===== config.mk =====
export PLATFORM = sky130hd
export DESIGN_NAME = div_16x8_seq_flat
export DESIGN_NICKNAME = d
export VERILOG_FILES = /design/src/rtl/div_16x8_seq_if.sv /design/src/rtl/div_16x8_seq.sv /design/src/flat_wrapper.sv
export SDC_FILE = /design/constraint.sdc
export NUM_CORES = 1
export LEC_CHECK = 0
export ABC_AREA = 1
export CAP_MARGIN = 10
export CORE_ASPECT_RATIO = 0.7
export CORE_MARGIN = 2
export CORE_UTILIZATION = 30
export DETAILED_ROUTE_END_ITERATION = 12
export DONT_BUFFER_PORTS = 1
export PLACE_DENSITY_LB_ADDON = 0.12
export SYNTH_ARGS = -nofsm -noshare
export SYNTH_HDL_FRONTEND = slang
export SYNTH_SLANG_ARGS = --single-unit

===== constraint.sdc =====
create_clock -name clk -period 2.6 [get_ports clk]
set_clock_uncertainty 0.2 [all_clocks]
set_input_delay 0.52 -clock clk [delete_from_list [all_inputs] [get_ports clk]]
set_output_delay 0.52 -clock clk [all_outputs]
set_load 0.1 [all_outputs]

===== src/rtl/div_16x8_seq_if.sv =====
// div_16x8_seq_if: request/result handshake bundle for div_16x8_seq.
// REM is present only when DIV_REM_EN is defined.
interface div_16x8_seq_if;
   logic        in_valid;
   logic        in_ready;
   logic [15:0] P;
   logic [7:0]  B;
   logic        out_valid;
   logic        out_ready;
   logic [7:0]  Q;
`ifdef DIV_REM_EN
   logic [7:0]  REM;
`endif
   logic        ovf;
   modport master (
      output in_valid, P, B, out_ready,
      input  in_ready, out_valid, Q, ovf
`ifdef DIV_REM_EN
      , input REM
`endif
   );
   modport slave (
      input  in_valid, P, B, out_ready,
      output in_ready, out_valid, Q, ovf
`ifdef DIV_REM_EN
      , output REM
`endif
   );
endinterface


===== src/rtl/div_16x8_seq.sv =====
// div_16x8_seq: one-bit-per-cycle restoring divider, 16-bit product / 8-bit operand -> 8-bit quotient.
// Define DIV_REM_EN to expose the remainder on REM.
module div_16x8_seq (
   input logic           clk,
   input logic           rst,
   div_16x8_seq_if.slave io
);
   typedef enum logic [1:0] {IDLE, RUN, DONE} state_t;
   state_t     state_q, state_d;
   logic [7:0] r_q, r_d;
   logic [7:0] sh_q, sh_d;
   logic [7:0] quo_q, quo_d;
   logic [7:0] b_q, b_d;
   logic [2:0] cnt_q, cnt_d;
   logic       ovf_q, ovf_d;
   logic       out_valid_q, out_valid_d;
   logic [8:0] t;
   logic       ge;
   // r_q < b_q always holds in RUN, so the trial difference fits back into 8 bits
   assign t = {r_q, sh_q[7]};
   assign ge = t >= {1'b0, b_q};
   always_comb begin
      state_d = state_q;
      r_d = r_q;
      sh_d = sh_q;
      quo_d = quo_q;
      b_d = b_q;
      cnt_d = cnt_q;
      ovf_d = ovf_q;
      out_valid_d = out_valid_q;
      case (state_q)
         IDLE: if (io.in_valid) begin
            if (io.P[15:8] >= io.B) begin
               state_d = DONE;
               quo_d = 8'hFF;
               r_d = 8'hFF;
               ovf_d = 1'b1;
               out_valid_d = 1'b1;
            end else begin
               state_d = RUN;
               r_d = io.P[15:8];
               sh_d = io.P[7:0];
               quo_d = '0;
               b_d = io.B;
               cnt_d = '0;
               ovf_d = 1'b0;
            end
         end
         RUN: begin
            r_d = ge ? 8'(t - {1'b0, b_q}) : t[7:0];
            quo_d = {quo_q[6:0], ge};
            sh_d = {sh_q[6:0], 1'b0};
            cnt_d = cnt_q + 3'd1;
            if (cnt_q == 3'd7) begin
               state_d = DONE;
               out_valid_d = 1'b1;
            end
         end
         DONE: if (io.out_ready) begin
            state_d = IDLE;
            out_valid_d = 1'b0;
         end
         default: state_d = IDLE;
      endcase
   end
   always_ff @(posedge clk or posedge rst)
      if (rst) begin
         state_q <= IDLE;
         r_q <= '0;
         sh_q <= '0;
         quo_q <= '0;
         b_q <= '0;
         cnt_q <= '0;
         ovf_q <= 1'b0;
         out_valid_q <= 1'b0;
      end else begin
         state_q <= state_d;
         r_q <= r_d;
         sh_q <= sh_d;
         quo_q <= quo_d;
         b_q <= b_d;
         cnt_q <= cnt_d;
         ovf_q <= ovf_d;
         out_valid_q <= out_valid_d;
      end
   assign io.in_ready = state_q == IDLE;
   assign io.out_valid = out_valid_q;
   assign io.Q = quo_q;
   assign io.ovf = ovf_q;
`ifdef DIV_REM_EN
   assign io.REM = r_q;
`endif
endmodule


===== src/flat_wrapper.sv =====
// flat-port wrapper written by rule: the top's interface ports become plain ports
module div_16x8_seq_flat 
  (clk, rst, io_in_valid, io_P, io_B, io_out_ready, io_in_ready, io_out_valid, io_Q, io_ovf);
  div_16x8_seq_if io_i ();
  input logic clk;
  input logic rst;
  input wire logic [$bits(io_i.in_valid)-1:0] io_in_valid;
  input wire logic [$bits(io_i.P)-1:0] io_P;
  input wire logic [$bits(io_i.B)-1:0] io_B;
  input wire logic [$bits(io_i.out_ready)-1:0] io_out_ready;
  output wire logic [$bits(io_i.in_ready)-1:0] io_in_ready;
  output wire logic [$bits(io_i.out_valid)-1:0] io_out_valid;
  output wire logic [$bits(io_i.Q)-1:0] io_Q;
  output wire logic [$bits(io_i.ovf)-1:0] io_ovf;
  assign io_i.in_valid = io_in_valid;
  assign io_i.P = io_P;
  assign io_i.B = io_B;
  assign io_i.out_ready = io_out_ready;
  assign io_in_ready = io_i.in_ready;
  assign io_out_valid = io_i.out_valid;
  assign io_Q = io_i.Q;
  assign io_ovf = io_i.ovf;
  div_16x8_seq u_core (.clk(clk), .rst(rst), .io(io_i));
endmodule

* Yosys cells after proc, flatten, opt, wreduce, memory -nomap -nowiden
Index checks and enable logic that the tools add are counted.
** Storage, ports and cells
- Bits in read-only memories :: 0
- Memories :: 0
- Bits of input ports :: 28
- Register bits :: 39
- RAM bits :: 0
- Output and inout port bits :: 11
- Word-level logic and storage cells :: 54
- Latch bits :: 0
** Operators by class
- Mux-type cells :: 24
- $add $sub $neg :: 2
- $lt $le $gt $ge :: 2
- Equal/unequal tests :: 8
- Shifts and indexed selects :: 0
- Divide/modulo/power cells :: 0
- Multiply operators :: 0
- Reduce and logical (&&, ||, !) cells :: 9
- Bitwise operators :: 1
** Operator list (count)
- 8-bit two-way mux :: 7
- 8-bit one-hot mux with 2 select lines :: 3
- 9-bit by 8-bit >= comparator with 1-bit output :: 1
- 3-bit AND reduction :: 3
- 8-bit >= comparator :: 1
- 2-bit two-way mux :: 4
- 8-bit subtractor :: 1
- 3-bit two-way mux :: 2
- 2-bit != test (second input constant) :: 3
- 2-bit one-hot mux with 3 select lines :: 1
- 3-bit one-hot mux with 2 select lines :: 1
- 1-bit two-way mux :: 5
- 5-bit AND reduction :: 1
- 2-bit by 1-bit != test with 1-bit output (second input constant) :: 2
- 2-bit AND reduction :: 2
- 3-bit by 1-bit adder with 3-bit output (second input constant) :: 1
- 3-bit == test (second input constant) :: 1
- 1-bit one-hot mux with 3 select lines :: 1
- 3-bit nonzero test :: 1
- 2-bit by 1-bit == test with 1-bit output (second input constant) :: 1
- 2-bit == test (second input constant) :: 1
- 2-bit zero test :: 1
- 2-bit nonzero test :: 1
- 1-bit inverter :: 1

* Logic depth before layout (Yosys ltp)
Gate-level depths: netlist (run 1).
- Word-level depth :: 4
- Gate-level depth with buffers :: 13
- Gate-level depth less buffers :: 13

* Worst setup path before layout (run 1)
No wires, ideal clock.
- Kind :: reg2reg
- From :: register u_core.state_q[0]
- To :: register u_core.quo_q[2] (netlist: u_core.io.Q[2])
- Cell stages (with the launch flop) :: 6
- Path slack :: 0.249 ns
- Data required time :: 2.320 ns
- Setup time :: 0.080 ns
- Period minus slack after synthesis :: 2.351 ns
- Data arrival time :: 2.071 ns
- Path buffers :: 1
- Cells stage by stage :: dfrtp_1 nor2_2 nand2_2 nand2_2 buf_2 a2bb2oi_1
** Between the ends
- Cells in the longest elaborated chain, start to end :: 3
- Elaborated cells on any way between the ends :: 6
- Those cells by class :: eq/ne: 2; mux: 1; reduce/logical: 3
** Ends and longest elaborated chain
- start: declaration :: line div_16x8_seq.sv:9 : state_t state_q, state_d;
- start signal: assignment :: line div_16x8_seq.sv:77 : state_q <= state_d;
- 2-bit zero test *
- via io_in_ready :: line flat_wrapper.sv:11 : output wire logic [$bits(io_i.in_ready)-1:0] io_in_ready;
- 2-bit != test (no line) / 2-bit nonzero test (equally long branches)
- 2-bit AND reduction (no line)
- end signal: assignment :: line div_16x8_seq.sv:80 : quo_q <= quo_d;
- end: declaration :: line div_16x8_seq.sv:12 : logic [7:0] quo_q, quo_d;
Mark *: on every way through the listed nets, which the timed path passes. The rest lies on a longest branch.
A chain may end at the register's enable or synchronous reset.

* Final worst setup path (run 1)
- From :: register u_core.r_q[4]
- To :: register u_core.r_q[1]
** Between the ends
- Cells in the longest elaborated chain, start to end :: 3
** Ends and longest elaborated chain
- start: declaration :: line div_16x8_seq.sv:10 : logic [7:0] r_q, r_d;
- start signal: assignment :: line div_16x8_seq.sv:78 : r_q <= r_d;
- 9-bit by 8-bit >= comparator with 1-bit output :: line div_16x8_seq.sv:21 : assign ge = t >= {1'b0, b_q};
- 8-bit two-way mux :: line div_16x8_seq.sv:50 : r_d = ge ? 8'(t - {1'b0, b_q}) : t[7:0];
- 8-bit one-hot mux with 2 select lines :: line div_16x8_seq.sv:31 : case (state_q)
No other way between the ends.

==> results of run 1 <==
path summary, 6_finish.rpt:
| check | end | slack [ns] | cells past startpoint | startpoint |
|---|---|---|---|---|
| max | u_core.r_q[1] | 0.46 | 10 | u_core.r_q[4] |
| min | u_core.r_q[5] | 0.04 | 2 | rst |
| max reg2reg | u_core.r_q[1] | 0.46 | 10 | u_core.r_q[4] |
| min reg2reg | u_core.cnt_q[2] | 0.28 | 2 | u_core.cnt_q[2] |
| max in group asynchronous | u_core.state_q[1] | 1.78 | 2 | rst |
| min in group clk | u_core.b_q[7] | 0.15 | 2 | io_B[7] |
routing by layer:
layer,global-route usage,wire (um)
met5,0,0
met1,0.227,3520
met2,0.201,2410
met3,0.0413,343
met4,0.0451,85
flip-flops by register name (all words and copies together), names as in the netlist:
| name | flops |
|---|---|
| u_core.io.Q | 8 |
| u_core.cnt_q | 3 |
| u_core.state_q | 2 |
| u_core.io.out_valid | 1 |
| u_core.sh_q | 8 |
| u_core.b_q | 8 |
| u_core.io.ovf | 1 |
| u_core.r_q | 8 |
kinds of logic (layout without fill, tap and decap cells):
| family | after synthesis | after routing | synth area share |
|---|---|---|---|
| XOR/XNOR | 3 | 3 | 0.0102 |
| AND/OR/NAND/NOR | 169 | 169 | 0.290 |
| adder cells (fa/ha/maj) | 19 | 19 | 0.0955 |
| buffers and inverters | 64 | 78 | 0.101 |
| flip-flops | 39 | 39 | 0.380 |
| AO/OA/AOI/OAI | 51 | 51 | 0.123 |
synthesized netlist by cell type, types with 2 or more instances:
cell,n
inv_1,54
nand2_2,3
a2bb2oi_1,8
xor2_1,2
dfrtp_1,39
ha_1,18
buf_6,2
o21ai_0,25
nor2_1,13
nand4_1,3
nor2_2,3
o21ai_2,4
nor2_4,2
clkbuf_1,3
inv_2,2
nor3_1,4
nand3_1,20
nand2_1,115
a21oi_1,9
o21ai_1,2
cell type report:
cell class                 instances  area, um2  area share
tap                              105        131      0.0454
multi-input combinational        242       1330       0.461
inverter                          56        210      0.0727
clock buffer                       7        133      0.0458
clock inverter                     1       5.00     0.00173
timing repair buffer              14        105      0.0363
sequential                        39        976       0.337
worst max-delay path, delay by kind of cell (launching register included):
kind                       cells  cell delay (ns)
adders and majority gates      1             0.40
DFF                            1             0.39
and+or+nand+nor                9             1.04
metrics by stage:
step	area [um2]	hold WS, ns	std cells	worst slack, ns	utilization
finish	2890	0.0400	464	0.459	0.345
global route	2890	0.102	464	0.251	0.345
floorplan	2570	0.246	345	0.249	-
detailed placement	2760	0.273	456	0.350	0.329
global placement	2760	0.263	456	0.386	0.329
CTS	2890	0.0797	464	0.456	0.345
==> impl_results.md, run 1 <==
- Area grow syn2layout: 12.6%
- Synthesized instance count: 345
- Crit path max fanout: 9
- Port Buf Inserts: 0
- Final hold vios: 0
- Layout Nets: between 400 and 500
- Top FF cell, synth: dfrtp_1
- First-pass GRT wire length: 10400 um
- Final Max Tran Viols: 0
- CP Cell Sequence: ha_1 > nand2_1 > nor3_1 > nand2_2 > nand2_4 > nand2_1 > nand3_1 > nand2_1 > nand2_1 > nand2_1
- RSZ-0062 raised after global routing: false
- Largest cells by area after synthesis: dfrtp_1 38%, nand2_1 17%, ha_1 8.8%
- Postcts setup bufs: 0
- Most frequent cells in the layout: 115 x nand2_1, 53 x inv_1, 39 x dfrtp_1
- CTS Buffer Depth: 2
- CTS root buf: clkbuf_16
- FP Rows: 28
- Worst EP required: ~2.6 ns
- Fillers: 890
- CP max stage cell: ha_1
- Mapped cell area: between 2000 and 3000 um2
- CP most frequent cell: nand2_1
- Clock transition time at the flip-flop clock pins of the worst setup and hold paths: 0.06 ns
- FFs w/ async S/R, synth: 1.00
- Fmax: 467 MHz
- Slew HR: 0.641
- Layout cells sized above 1: 0.109
- CP Capture Type: register
- Clock Latency Late Sink: 0.29 ns
- DRT antenna net count: 0
- Hold Crit Class: in -> async
- Post-synth EDFFs: 0
- Die X: 115 um
- Post_cts resized: 0
- Via count: about 2100
- Final wirelength: 6360 um
- Outcome: finished clean
- CTS sink count: 39
- Yosys top cell area share: 0.380
- Leading area contributor after synthesis: dfrtp_1
- Setup_tns: 0 ns
- WS Path Type: reg -> reg
- Die area: 9330 um2
- Syn nets: 392
- YS warnings: 0
- DR pass1 iterations: 4
- Register area share after synthesis: 0.380
- DIE HEIGHT: approximately 80 um
- Hold_buf cts: 0
- Core area: 8370 um2
- Post-DR wirelength/cell: about 14 um
- Total Routing Usage GR: 0.149
- Vias in the first global route: 2001
- Initial antenna violation count: 0
- Yosys reg bits: 39
- Antenna diode count: 0
- CP startpoint kind: register
- Setup violators final: 0
- Mapped Avg Cell Area: 7.45 um2
- Total CTS buffers: 5
- Initial core utilization: 0.307
- DRC Markers: 0
- CTS tree: built
- Gr ovfl total: 0
- Worst Path Arrival: roughly 2.1 ns
- Tcrit/Tclk final: 0.823
- Drt initial violations: 115
- Slew @ Worst Pin: 0.539 ns
- CP peak stage delay: 0.40 ns
- IO Pins: 39
- Post-DP HPWL: 4760 um
- Largest net degree at the start of global routing: 40
- H-tree Lvls: 2
- Routability cong.: 0.781
- Tmin final: 2.14 ns
- Drt via density: approximately 4.6
- Netlist cell types: 34
- Max-Cap Viols: 0
- Commonest non-fill, non-tap cell in the layout: nand2_1
Power of run 1 is not shown: default switching activity piles up to over one toggle a cycle in this logic, so the estimate is an artifact.
==> run 2, diff against run 1 <==
==> constraint.sdc (replaced) <==
create_clock -name clk -period 2 [get_ports clk]
set_clock_uncertainty 0.2 [all_clocks]
set_input_delay 0.4 -clock clk [delete_from_list [all_inputs] [get_ports clk]]
set_output_delay 0.4 -clock clk [all_outputs]
set_load 0.1 [all_outputs]
==> run 2 against run 1 <==
Die area unchanged; cell count increased by 7.1%; cell area increased by 19%; fmax increased by 8.2%; critical path depth unchanged; utilization increased by 6.5 points; critical path type unchanged; largest cell class unchanged.
==> impl_results.md, run 2 (synthesized netlist as in run 1, its figures left out) <==
- Final wirelength: 6930 um (+9.0%)
- Area of the multi-input gates: 1540 um2 (+16%)
- Flop-to-flop setup slack: 0.02 ns (-0.44 ns)
- Crit path max fanout: 6 (-3)
- Antenna diode count: 0 (unchanged)
- Clock transition time at the flip-flop clock pins of the worst setup and hold paths: 0.06 ns (about the same)
- CTS Buffer Depth: 2 (unchanged)
- Largest net degree at the start of global routing: 28 (-30%)
- CP max stage cell: dfrtp_1
- Fillers: 851 (-4.4%)
- Layout Nets: 438 (+8.1%)
- Total CTS buffers: 5 (unchanged)
- Core area: 8370 um2 (unchanged)
- DIE HEIGHT: 81.4 um (unchanged)
- Die X: 115 um (unchanged)
- Via count: 2277 (+7.5%)
- Layout cells sized above 1: 0.255 (+0.146)
- CP startpoint kind: register
- Area grow syn2layout: 33.8%
- Vias in the first global route: 2101 (+5.0%)
- Slew @ Worst Pin: 0.626 ns (+0.0872 ns)
- Reg area: 977 um2 (+0.13%)
- Max-Cap Viols: 0 (unchanged)
- Final Util: 0.410 (+0.0649)
- Placed Cells: 479 (+5.0%)
- Met3 GRT Util: 0.0443 (+0.00295)
- First-pass GRT wire length: 10900 um (+4.2%)
- H-tree Lvls: 2 (unchanged)
- Worst reg2reg path endpoint: u_core.r_q[4]
- Tmin final: 1.98 ns (-0.163 ns)
- DRT antenna net count: 0 (unchanged)
- DP Worst Slack: -0.133 ns (-0.484 ns)
- CP most frequent cell: nand2_1
- CTS root buf: clkbuf_16
- Outcome: finished clean
- RSZ-0062 raised after global routing: true
- Drt via density: 4.58 (+0.37%)
- R2R depth: 10 (unchanged)
- Min-Delay Startpoint: io_B[3]
- CTS tree: built
- Post-DP HPWL: 5150 um (+8.3%)
- Buf+Inv Stages, Crit Path: 1 (+1)
- Die area: 9330 um2 (unchanged)
- Port Buf Inserts: 0 (unchanged)
- DR pass1 iterations: 5 (+1)
- FP Rows: 28 (unchanged)
- Worst Path Arrival: 1.96 ns (-0.16 ns)
- Post-DR wirelength/cell: 13.9 um (+1.7%)
- Crit-path leading delay family: simple AND/OR/NAND/NOR gates
- Setup violators final: 0 (unchanged)
- Clock Latency Late Sink: 0.28 ns (about the same)
- Slew HR: 0.580 (-0.0607)
- Most frequent cells in the layout: 106 x nand2_1, 51 x inv_1, 40 x buf_4
- GR Util met2: 0.206 (+0.00533)
- Total Routing Usage GR: 0.155 (+0.00600)
- Tcrit/Tclk final: 0.989 (+0.165)
- Final Max Tran Viols: 0 (unchanged)
- Gr busiest metal: met1
- CTS sink count: 39 (unchanged)
- CP Capture Type: register
- Fmax: 506 MHz (+8.2%)
- Hold Crit Class: in -> reg
- DRC Markers: 0 (unchanged)
- Commonest non-fill, non-tap cell in the layout: nand2_1
- Met1 GRT Util: 0.240 (+0.0133)
- Worst EP required: 1.98 ns (-0.60 ns)
- Hold Path Depth: 2
- Initial antenna violation count: 0 (unchanged)
- WS Path Type: reg -> reg
- Worst r2r src: u_core.r_q[6]
- Routability cong.: 0.851 (+9.0%)
- Gr ovfl total: 0 (unchanged)
- Initial core utilization: 0.307 (unchanged)
- Final cell count without fillers: 497 (+7.1%)
- CP Cell Sequence: ha_4 > inv_1 > nor3_4 > nand2_8 > nand2_8 > nand2_2 > nand3_2 > nand2_1 > nand2_1 > nand2_1
- IO Pins: 39 (unchanged)
- Final worst setup slack: 0.0224 ns (-0.437 ns)
- Final hold vios: 0 (unchanged)
- Hold EP: u_core.b_q[3]
- Drt initial violations: 102 (-11%)
- CP peak stage delay: 0.41 ns (about the same)
==> run 2: timing repair <==
item / CTS / global route
endpoints found under the hold margin: 13 / 0
gates cloned: 0 / 3
gates resized for setup: 5 / 39
hold buffers: 1 / 0
buffers inserted: 0 / 6
pin swaps: 0 / 19
endpoints found under the setup margin: 9 / 14
==> run 2: layer usage <==
| layer | wire [um] | part of all wire | vias to the layer above |
|---|---|---|---|
| met2 | 2680 | 0.39 | 62 |
| met3 | 431 | 0.062 | 5 |
| met4 | 63 | 0.0091 | 0 |
| met1 | 3760 | 0.54 | 1013 |
| met5 | 0 | 0 | - |
| li1 | - | - | 1197 |
==> run 2: final cells by class <==
| cell class | instances | share of cell area |
|---|---|---|
| multi-input combinational | 244 | 0.448 |
| sequential | 39 | 0.284 |
| timing repair buffer | 44 | 0.108 |
| inverter | 56 | 0.0641 |
| tap | 105 | 0.0382 |
| clock buffer | 6 | 0.0375 |
| clock inverter | 2 | 0.0175 |
| timing repair inverter | 1 | 0.00218 |
==> run 2: worst max-delay path by stage <==
| stage | startpoint | to | slack [ns] | cells after the start |
|---|---|---|---|---|
| floorplan | u_core.state_q[0] | u_core.sh_q[3] | 0.02 | 5 |
| global placement | io_B[5] | u_core.b_q[2] | -0.16 | 10 |
| detailed placement | io_B[5] | u_core.b_q[2] | -0.13 | 10 |
| CTS | u_core.b_q[0] | u_core.r_q[6] | 0.008 | 12 |
| global route | u_core.r_q[1] | u_core.r_q[4] | -0.07 | 12 |
| finish | u_core.r_q[6] | u_core.r_q[4] | 0.02 | 10 |
==> run 2: stage by stage <==
step | setup TNS [ns] | cell area, um2 | hold WS [ns]
global route | -0.396 | 3440 | 0.0265
finish | 0 | 3440 | 0.0385
detailed placement | -1.07 | 2970 | 0.132
global placement | -0.899 | 2970 | 0.132
CTS | 0 | 3190 | 0.0306
floorplan | 0 | 2570 | 0.246
Power of run 2 is left out for the same reason.
